<file path="src/rtl/nz_detect_filter.sv">
// Per-channel nonzero detector. A channel qualifies after FILTER consecutive nonzero valid samples.
// It also keeps a sticky qualified flag per channel and a saturating count of cycles with any channel qualified.
module nz_detect_filter #(
  parameter int WIDTH    = 2,
  parameter int CHANNELS = 4,
  parameter int FILTER   = 3,
  parameter int CNT_W    = 8
) (
  input  logic                      clk,
  input  logic                      rst,
  input  logic                      valid_in,
  input  logic [CHANNELS*WIDTH-1:0] data_in,
  input  logic                      clear,
  output logic [CHANNELS-1:0]       nz_raw,
  output logic [CHANNELS-1:0]       nz_stable,
  output logic [CHANNELS-1:0]       sticky,
  output logic                      any_stable,
  output logic [CNT_W-1:0]          count
);

  localparam int RUN_W = $clog2(FILTER + 1);
  localparam logic [RUN_W-1:0] RUN_MAX = RUN_W'(FILTER);
  localparam logic [CNT_W-1:0] CNT_MAX = {CNT_W{1'b1}};

  logic [CHANNELS-1:0][RUN_W-1:0] r_run;
  logic [CHANNELS-1:0]            r_nz_raw;
  logic [CHANNELS-1:0]            r_sticky;
  logic [CNT_W-1:0]               r_count;
  logic [CHANNELS-1:0]            w_nz;
  logic [CHANNELS-1:0]            w_stable;
  logic                           w_any;

  always_comb begin
    w_nz     = '0;
    w_stable = '0;
    for (int i = 0; i < CHANNELS; i++) begin
      w_nz[i]     = |data_in[i*WIDTH +: WIDTH];
      w_stable[i] = (r_run[i] == RUN_MAX);
    end
    w_any = |w_stable;
  end

  // Invalid cycles hold run, so gaps in valid_in neither qualify nor break a run.
  always_ff @(posedge clk or posedge rst) begin
    if (rst) begin
      r_run    <= '0;
      r_nz_raw <= '0;
    end else if (valid_in) begin
      r_nz_raw <= w_nz;
      for (int i = 0; i < CHANNELS; i++) begin
        if (!w_nz[i]) begin
          r_run[i] <= '0;
        end else if (r_run[i] != RUN_MAX) begin
          r_run[i] <= r_run[i] + RUN_W'(1);
        end else begin
          r_run[i] <= r_run[i];
        end
      end
    end else begin
      r_run    <= r_run;
      r_nz_raw <= r_nz_raw;
    end
  end

  always_ff @(posedge clk or posedge rst) begin
    if (rst) begin
      r_sticky <= '0;
      r_count  <= '0;
    end else if (clear) begin
      r_sticky <= '0;
      r_count  <= '0;
    end else begin
      r_sticky <= r_sticky | w_stable;
      if (w_any && (r_count != CNT_MAX)) begin
        r_count <= r_count + CNT_W'(1);
      end else begin
        r_count <= r_count;
      end
    end
  end

  assign nz_raw     = r_nz_raw;
  assign nz_stable  = w_stable;
  assign sticky     = r_sticky;
  assign any_stable = w_any;
  assign count      = r_count;

endmodule
</file>
<file path="config.mk">
export PLATFORM = sky130hd
export DESIGN_NAME = nz_detect_filter
export DESIGN_NICKNAME = d
export VERILOG_FILES = /design/src/rtl/nz_detect_filter.sv
export SDC_FILE = /design/constraint.sdc
export NUM_CORES = 1
export LEC_CHECK = 0
export ABC_CLOCK_PERIOD_IN_PS = 2000
export CAP_MARGIN = 20
export CORE_ASPECT_RATIO = 0.5
export CORE_MARGIN = 8
export CORE_UTILIZATION = 30
export DETAILED_ROUTE_END_ITERATION = 12
export PLACE_DENSITY = 0.56
export SETUP_SLACK_MARGIN = 0.15
export SYNTH_ARGS = -nofsm -noshare
export SYNTH_HDL_FRONTEND = slang
export SYNTH_SLANG_ARGS = --single-unit
</file>
<file path="constraint.sdc">
create_clock -name clk -period 2 [get_ports clk]
set_clock_uncertainty 0.1 [all_clocks]
set_input_delay 0.4 -clock clk [delete_from_list [all_inputs] [get_ports clk]]
set_output_delay 0.4 -clock clk [all_outputs]
set_load 0.005 [all_outputs]
</file>
# After elaboration in Yosys (flattened, before gate mapping)
# Index checks and enable logic that the tools add are counted.
[totals]
regBits = 24
in_bits = 12
[op_classes]
n_addsub = 5
n_eq_ne = 13
n_mux = 11
n_bitwise = 1
reduce_logical = 11
[op_table]
columns = ["operator", "count"]
rows = [
  ["2-bit two-way mux", 8],
  ["8-bit two-way mux", 2],
  ["2-bit by 1-bit adder with 2-bit output (second input constant)", 4],
  ["8-bit by 1-bit adder with 8-bit output (second input constant)", 1],
  ["2-bit == test (second input constant)", 4],
  ["2-bit by 1-bit != test with 1-bit output (second input constant)", 4],
  ["2-bit != test (second input constant)", 4],
  ["8-bit != test (second input constant)", 1],
  ["2-bit AND reduction", 4],
  ["2-bit OR reduction", 4],
  ["4-bit two-way mux", 1],
  ["4-bit bitwise OR", 1],
  ["4-bit OR reduction", 1],
  ["2-bit nonzero test", 1],
  ["1-bit logical AND", 1],
]

# Logic depth before layout (Yosys ltp)
# Gate-level depths: netlist of the first run.
[logic_depth]
depth_word = 5
mapped_depth = 6
mapped_depth_nobuf = 5

# Worst setup path after synthesis of the first run
# No wires, ideal clock.
[synth_path]
path_kind = "register to register"
start = "reg r_run[4] (netlist bit)"
end = "reg r_count[1] (netlist: count[1])"
t_arrival_ns = 1.634
required_ns = 1.768
path_slack_ns = 0.134
stages_incl_launch_ff = 7
path_buffers = 1
period_less_slack_ns = 1.866
path_cell_list = "dfrtp_1 -> ha_1 -> or4_1 -> buf_6 -> o21ai_2 -> mux2i_1 -> nor2_1"
[synth_via]
elab_chain_cells = 4
[synth_rtl]
columns = ["element", "line_no", "rtl"]
rows = [
  ["start, declared", "25", "logic [CHANNELS-1:0][RUN_W-1:0] r_run;"],
  ["start signal, assigned by index", "54", "r_run[i] <= r_run[i] + RUN_W'(1);"],
  ["start signal, assigned by index", "56", "r_run[i] <= r_run[i];"],
  ["start signal, assigned", "60", "r_run <= r_run;"],
  ["2-bit == test", "38", "w_stable[i] = (r_run[i] == RUN_MAX);"],
  ["net nz_stable[2]", "15", "output logic [CHANNELS-1:0] nz_stable,"],
  ["4-bit OR reduction", "40", "w_any = |w_stable;"],
  ["net any_stable", "17", "output logic any_stable,"],
  ["1-bit logical AND", "74", "if (w_any && (r_count != CNT_MAX)) begin"],
  ["2-bit nonzero test (no line)", "--", ""],
  ["end signal, assigned", "75", "r_count <= r_count + CNT_W'(1);"],
  ["end signal, assigned", "77", "r_count <= r_count;"],
  ["end, declared", "28", "logic [CNT_W-1:0] r_count;"],
]
# The timed path passes the listed nets, and every way through them passes these cells.
# A chain may end at the register's enable or synchronous reset.

# Worst setup path after layout of the first run
[layout_path]
start = "reg r_run[5] (netlist bit)"
end = "out any_stable"
[layout_via]
elab_chain_cells = 2
[layout_rtl]
columns = ["element", "line_no"]
rows = [
  ["2-bit == test", "38"],
  ["4-bit OR reduction", "40"],
  ["end, declared", "17"],
]
# Every way passes these cells.

==> flow_metrics.py, run 1 <==
metrics = {
    "yosys": {
        "ys_seq_area_share_pct": 51.17,
        "ys_ff_latch": 24,
        "synth_nets": 129,
        "netlist-cell-type-count": 35,
        "synth_top_area_share_pct": 51.17,
        "netlist_area_sq_um": 1174,
        "yosys.area.top_type": "dfrtp_1",
        "synthTopCellsByArea": "dfrtp_1 51%, nor2_1 7.0%, ha_1 5.3%",
        "syn_inst": 112,
        "synth_flop_cell": "dfrtp_1",
        "synth_warnings": 0,
        "synth_edf_count": 0,
        "synth-async-reset-ratio_pct": 100.0,
        "syn_avg_cell_area_sq_um": 10.48,
    },
    "timing": {
        "setup_viol": 1,
        "period_minus_slack_ns": 2.029,
        "slew_violations": 0,
        "worst_pin_slew_ns": 0.5062,
        "layout_setup_ws_ns": -0.02851,
        "fin_crit_sh_pct": 101.4,
        "rsz0062_at_grt": "true",
        "finalHoldViolCount": 0,
        "relSlewSlack_pct": 66.15,
        "timing.fmax_mhz": 493.0,
    },
    "critical_path": {
        "max_stage_delay_ns": 0.53,
        "cp-start-kind": "flop",
        "worstPathCellList": "ha_2 > or4_4 > buf_6",
        "arrival_ns": 1.53,
        "reg2regPathDepth": 7,
        "cp-end-kind": "output port",
        "slowest_stage": "or4_4",
        "crit_cells": 3,
        "critPathKind": "flop to output port",
        "worstPathRequired_ns": 1.50,
        "path_buf_inv": 1,
        "critical-path-top-delay-family": "simple AND/OR/NAND/NOR gates",
        "crit_fanout": 2,
    },
    "global_routing": {
        "grt_max_degree": 25,
        "grtUsageTotal_pct": 8.787,
        "grt_first_pass_wirelength_um": 4388,
        "grt_pass1_vias": 957,
        "grt_overflow": 0,
        "antenna_found_initial": 0,
    },
    "clock_network": {
        "insertion_delay_ns": 0.27,
        "cts_root_buf": "clkbuf_8",
        "clk_pin_slew_ns": 0.09,
        "ctsHoldBuffers": 0,
        "cts_tree": "done",
        "cts_buffers": 3,
        "h-tree-depth": 1,
        "cts_buffer_depth": 2,
        "clkSinkCount": 24,
    },
    "detailed_routing": {
        "drt_wl_total_um": 2814,
        "vias": 989,
        "ant_nets": 0,
        "drt-pass1-iter-count": 2,
        "drc": 0,
        "first_iter_violations": 27,
        "vias_per_cell": 4.558,
        "wire_per_inst_um": 12.97,
    },
    "cells_and_area": {
        "nNetsFinal": 181,
        "fin_area_sq_um": 1795,
        "area_growth_pct": 52.98,
        "final_layout_size_suffix_gt1_share_pct": 22.09,
        "diodes": 0,
    },
    "die": {
        "start_util_pct": 30.69,
        "die-area_sq_um": 6291,
        "die_y_um": 60.23,
        "io_pins": 33,
        "die_w_um": 104.5,
        "core-area_sq_um": 3824,
        "fp-row-count": 16,
    },
    "placed_design": {
        "place_congestion": 0.7407,
        "dp_worst_setup_slack_ns": -0.1231,
        "port_buffers": 32,
        "hpwlAfterDp_um": 2055,
        "dpl_cell_area_sq_um": 1649,
    },
    "pwr": {
        "power.density_nw_per_um2": 1086,
        "leakage_nw": 0.8352,
        "ir_worst_vdd_uv": 312.3,
    },
    "run_status": {
        "violations": "setup timing",
        "status": "finished with violations",
    },
    "hold_path": {
        "holdCritPathClass": "primary input to asynchronous set/reset pin",
    },
    "run": {
        "drv_cap": 0,
    },
}
==> worst min-delay path, delay by kind of cell <==
kind | cells | cell delay (ns)
buffers and inverters | 3 | 0.73
==> flip-flops by register name (all words and copies together) (netlist names) <==
name and count:
count 8, r_run 8, nz_raw 4, sticky 4
==> where the power goes <==
part           total, W  internal, W  leakage, nW  switching, W
Combinational  0.000865     0.000512        0.494      0.000352
Sequential     0.000663     0.000595        0.305     0.0000680
Clock          0.000423     0.000268       0.0357      0.000156
Total           0.00195      0.00137        0.835      0.000576
==> area by class of cell <==
| type | instances | area, sq um |
|---|---|---|
| multi-input combinational | 78 | 570.5 |
| inverter | 6 | 22.52 |
| clock buffer | 3 | 41.29 |
| sequential | 24 | 600.6 |
| fill | 369 | 2028 |
| timing repair buffer | 51 | 462.9 |
| tap | 54 | 67.56 |
| clock inverter | 1 | 30.03 |
==> through the flow <==
| step | setup TNS, ns | hold WS (ns) | power [W] | cells | utilization [%] |
|---|---|---|---|---|---|
| after detailed placement | -0.1231 | 0.3886 | 0.001429 | 208 | 43.13 |
| after global routing | -0.2725 | 0.3925 | 0.002103 | 217 | 46.96 |
| final | -0.02851 | 0.3675 | 0.001951 | 217 | 46.96 |
| after floorplan | 0 | 0.3146 | 0.001063 | 112 | - |
| after CTS | -0.04610 | 0.3762 | 0.001888 | 214 | 45.39 |
| after global placement | -0.1083 | 0.3726 | 0.001408 | 208 | 43.13 |
==> synth_stat cells (all sizes together) (3+ instances only) <==
master   n
a21oi    6
clkbuf   3
dfrtp   24
ha       5
inv      6
nand2    3
nor2    22
o21ai    4
o22ai    4
xor2     5
==> placed cells by master (no fill, tap or decap), drive strengths merged, types with 3 or more instances in the layout <==
| cell | netlist | final |
|---|---|---|
| dfrtp | 24 | 24 |
| dlygate4sd2 | 0 | 4 |
| clkbuf | 3 | 3 |
| xor2 | 5 | 5 |
| ha | 5 | 5 |
| buf | 1 | 20 |
| o21ai | 4 | 4 |
| clkdlybuf4s50 | 0 | 27 |
| inv | 6 | 6 |
| o22ai | 4 | 4 |
| nand2 | 3 | 3 |
| nor2 | 22 | 22 |
| a21oi | 6 | 6 |
==> final timing paths <==
path | to | from | slack [ns]
max reg2reg | count[1] | r_run[5] | 0.03
max | any_stable | r_run[5] | -0.03
min in group clk | sticky[0] | sticky[0] | 0.40
min reg2reg | sticky[0] | sticky[0] | 0.40
max in group asynchronous | r_run[0] | rst | 1.20
min | r_run[1] | rst | 0.37
==> cells by family after synthesis <==
group	after synthesis	share of synthesized area, %
muxes	3	2.665
AOI/OAI and AO/OA	25	15.14
adders and majority gates	5	5.330
DFF	24	51.17
and+or+nand+nor	40	18.13
xor gates and xnor gates	5	3.731
buffers and inverters	10	3.838
==> metal layers <==
layer	GRT usage [%]	part of all wire, %	up-vias
met4	3.055	0.96	0
met3	3.226	3.7	4
met2	15.84	51	11
met5	0	0	-
met1	9.506	44	479
li1	-	-	495
==> timing repair <==
| action | in CTS | in global routing |
|---|---|---|
| endpoints found under the setup margin | 13 | 9 |
| buffers inserted | 2 | 3 |
| resized for setup | 10 | 6 |
| pin swaps | 3 | 6 |
(Power assumes the default switching activity.)
==> run 2: changes to the inputs <==
ABC_CLOCK_PERIOD_IN_PS = 2600   (was 2000)
clock period = 2.6 ns   (was 2 ns; I/O delays follow)
==> run 2 against run 1 <==
Net effect:
- highest routed layer unchanged
- sequential power down 22%
- the flow now finishes without violations
- final area decreased by 9.7%
- die area unchanged
- register-to-register slack improved by 0.65 ns
- combinational power fell by 43%
- largest power group is now sequential cells
- global-route usage hardly changed
- power is 35% lower
- critical path depth stayed put
==> flow_metrics.py, run 2 (synthesis gave the netlist of run 1 again) <==
metrics = {
    "hold_path": {
        "holdCritPathClass": "flop to flop",
    },
    "pwr": {
        "ir_worst_vdd_uv": 224.2,
        "p_sw_share_pct": 31.36,
        "power.density_nw_per_um2": 780.3,
        "leakage_nw": 0.7287,
        "power.switching_w": 0.0003968,
        "combPwrFrac_pct": 38.8,
        "clkPwrFrac_pct": 20.2,
        "p_int_w": 0.0008686,
        "pwr-share-seq_pct": 41.0,
    },
    "detailed_routing": {
        "drt_wl_total_um": 2576,
        "drt-pass1-iter-count": 2,
        "vias_per_cell": 4.537,
        "wire_per_inst_um": 12.82,
        "vias": 912,
        "drc": 0,
        "first_iter_violations": 36,
        "ant_nets": 0,
    },
    "timing": {
        "tns_ns": 0,
        "timing.fmax_mhz": 424.4,
        "finalHoldViolCount": 0,
        "layout_setup_ws_ns": 0.2437,
        "slew_violations": 0,
        "setup_viol": 0,
        "relSlewSlack_pct": 56.60,
        "fin_crit_sh_pct": 90.63,
        "rsz0062_at_grt": "false",
        "worst_pin_slew_ns": 0.6490,
        "period_minus_slack_ns": 2.356,
    },
    "cells_and_area": {
        "fillers": 366,
        "final_cell_mix": "31 x clkdlybuf4s50_1, 24 x dfrtp_1, 22 x nor2_1",
        "multi_input_area_sq_um": 534.3,
        "area_growth_pct": 38.17,
        "diodes": 0,
        "layout_commonest_cell": "clkdlybuf4s50_1",
        "regArea_sq_um": 600.6,
        "nNetsFinal": 165,
        "final_layout_size_suffix_gt1_share_pct": 10.20,
    },
    "global_routing": {
        "use_met1_pct": 9.863,
        "top_usage_layer": "met2",
        "use_met3_pct": 3.011,
        "met2_usage_pct": 15.39,
        "grt_pass1_vias": 918,
        "grtUsageTotal_pct": 8.757,
        "grt_max_degree": 25,
        "grt_overflow": 0,
        "antenna_found_initial": 0,
        "grt_first_pass_wirelength_um": 4388,
    },
    "die": {
        "io_pins": 33,
        "die_y_um": 60.23,
        "core-area_sq_um": 3824,
        "die_w_um": 104.5,
        "start_util_pct": 30.69,
        "fp-row-count": 16,
        "die-area_sq_um": 6291,
    },
    "critical_path": {
        "max_stage_delay_ns": 0.55,
        "worstPathRequired_ns": 1.98,
        "cp-start-kind": "flop",
        "cp-end-kind": "output port",
        "critPathKind": "flop to output port",
        "arrival_ns": 1.74,
        "slowest_stage": "or4_4",
        "worstPathCellList": "ha_1 > or4_4 > dlygate4sd2_1",
        "crit_fanout": 3,
    },
    "clock_network": {
        "h-tree-depth": 1,
        "cts_buffers": 3,
        "ctsHoldBuffers": 0,
        "clk_pin_slew_ns": 0.08,
        "cts_root_buf": "clkbuf_8",
        "cts_tree": "done",
        "cts_buffer_depth": 2,
        "clkSinkCount": 24,
        "insertion_delay_ns": 0.27,
    },
    "placed_design": {
        "dp_worst_setup_slack_ns": 0.2528,
        "port_buffers": 32,
        "place_congestion": 0.7321,
        "hpwlAfterDp_um": 1949,
    },
    "run": {
        "drv_cap": 0,
    },
    "run_status": {
        "status": "completed",
    },
}
## run 2: changes by cell type in the layout (fill, tap and decap cells not counted), sizes merged
| cell | delta |
|---|---|
| clkbuf | +1 |
| clkdlybuf4s50 | +4 |
| dlygate4sd2 | -3 |
| buf | -17 |
| bufinv | -1 |
## run 2: area by class of cell
type | instances | area share, %
flip-flops and latches | 24 | 37.04
repair buffers | 35 | 21.06
well taps | 54 | 4.167
inverters | 6 | 1.389
multi-input cells | 78 | 32.95
clock buffers | 4 | 3.395
## run 2: worst max-delay path, delay by kind of cell, from the launching register on
family,cells,cell delay [ns]
flip-flops,1,0.41
buffers and inverters,1,0.29
adder cells (fa/ha/maj),1,0.23
AND/OR/NAND/NOR,1,0.55
## run 2: metal layers
| metal | routed length, um | vias to the layer above |
|---|---|---|
| li1 | - | 464 |
| met1 | 1142 | 436 |
| met2 | 1318 | 10 |
| met3 | 87 | 2 |
| met4 | 27 | 0 |
| met5 | 0 | - |
## run 2: worst paths after layout
kind / depth (start not counted) / startpoint / endpoint / slack (ns)
min reg2reg: 2 / sticky[3] / sticky[3] / 0.40
max: 3 / r_run[4] / any_stable / 0.24
min in group asynchronous: 3 / rst / count[2] / 0.49
min: 2 / sticky[3] / sticky[3] / 0.40
max in group asynchronous: 3 / rst / nz_raw[3] / 1.67
max reg2reg: 6 / r_run[4] / count[1] / 0.68
## run 2: power by group through the flow
stage	clock network, W	registers [W]	logic [W]
4_1_cts	0.000264	0.000519	0.000489
5_1_grt	0.000282	0.000531	0.000561
6_report	0.000256	0.000519	0.000491
3_5_place_dp	0	0.000525	0.000495
3_3_place_gp	0	0.000521	0.000487
2_1_floorplan	0	0.000518	0.000296
## run 2: timing repair
action	CTS	global route
buffers inserted	0	0
gates resized for setup	2	1
endpoints found under the setup margin	1	1
## run 2: stage by stage
step	instances	power, W	hold slack, ns	utilization [%]	instance area, sq um
2_1_floorplan	112	0.0008138	0.3771	-	1174
5_1_grt	201	0.001374	0.4409	42.41	1622
6_report	201	0.001265	0.4023	42.41	1622
3_3_place_gp	197	0.001007	0.3812	40.84	1562
4_1_cts	201	0.001272	0.4116	42.31	1618
3_5_place_dp	197	0.001020	0.3934	40.84	1562
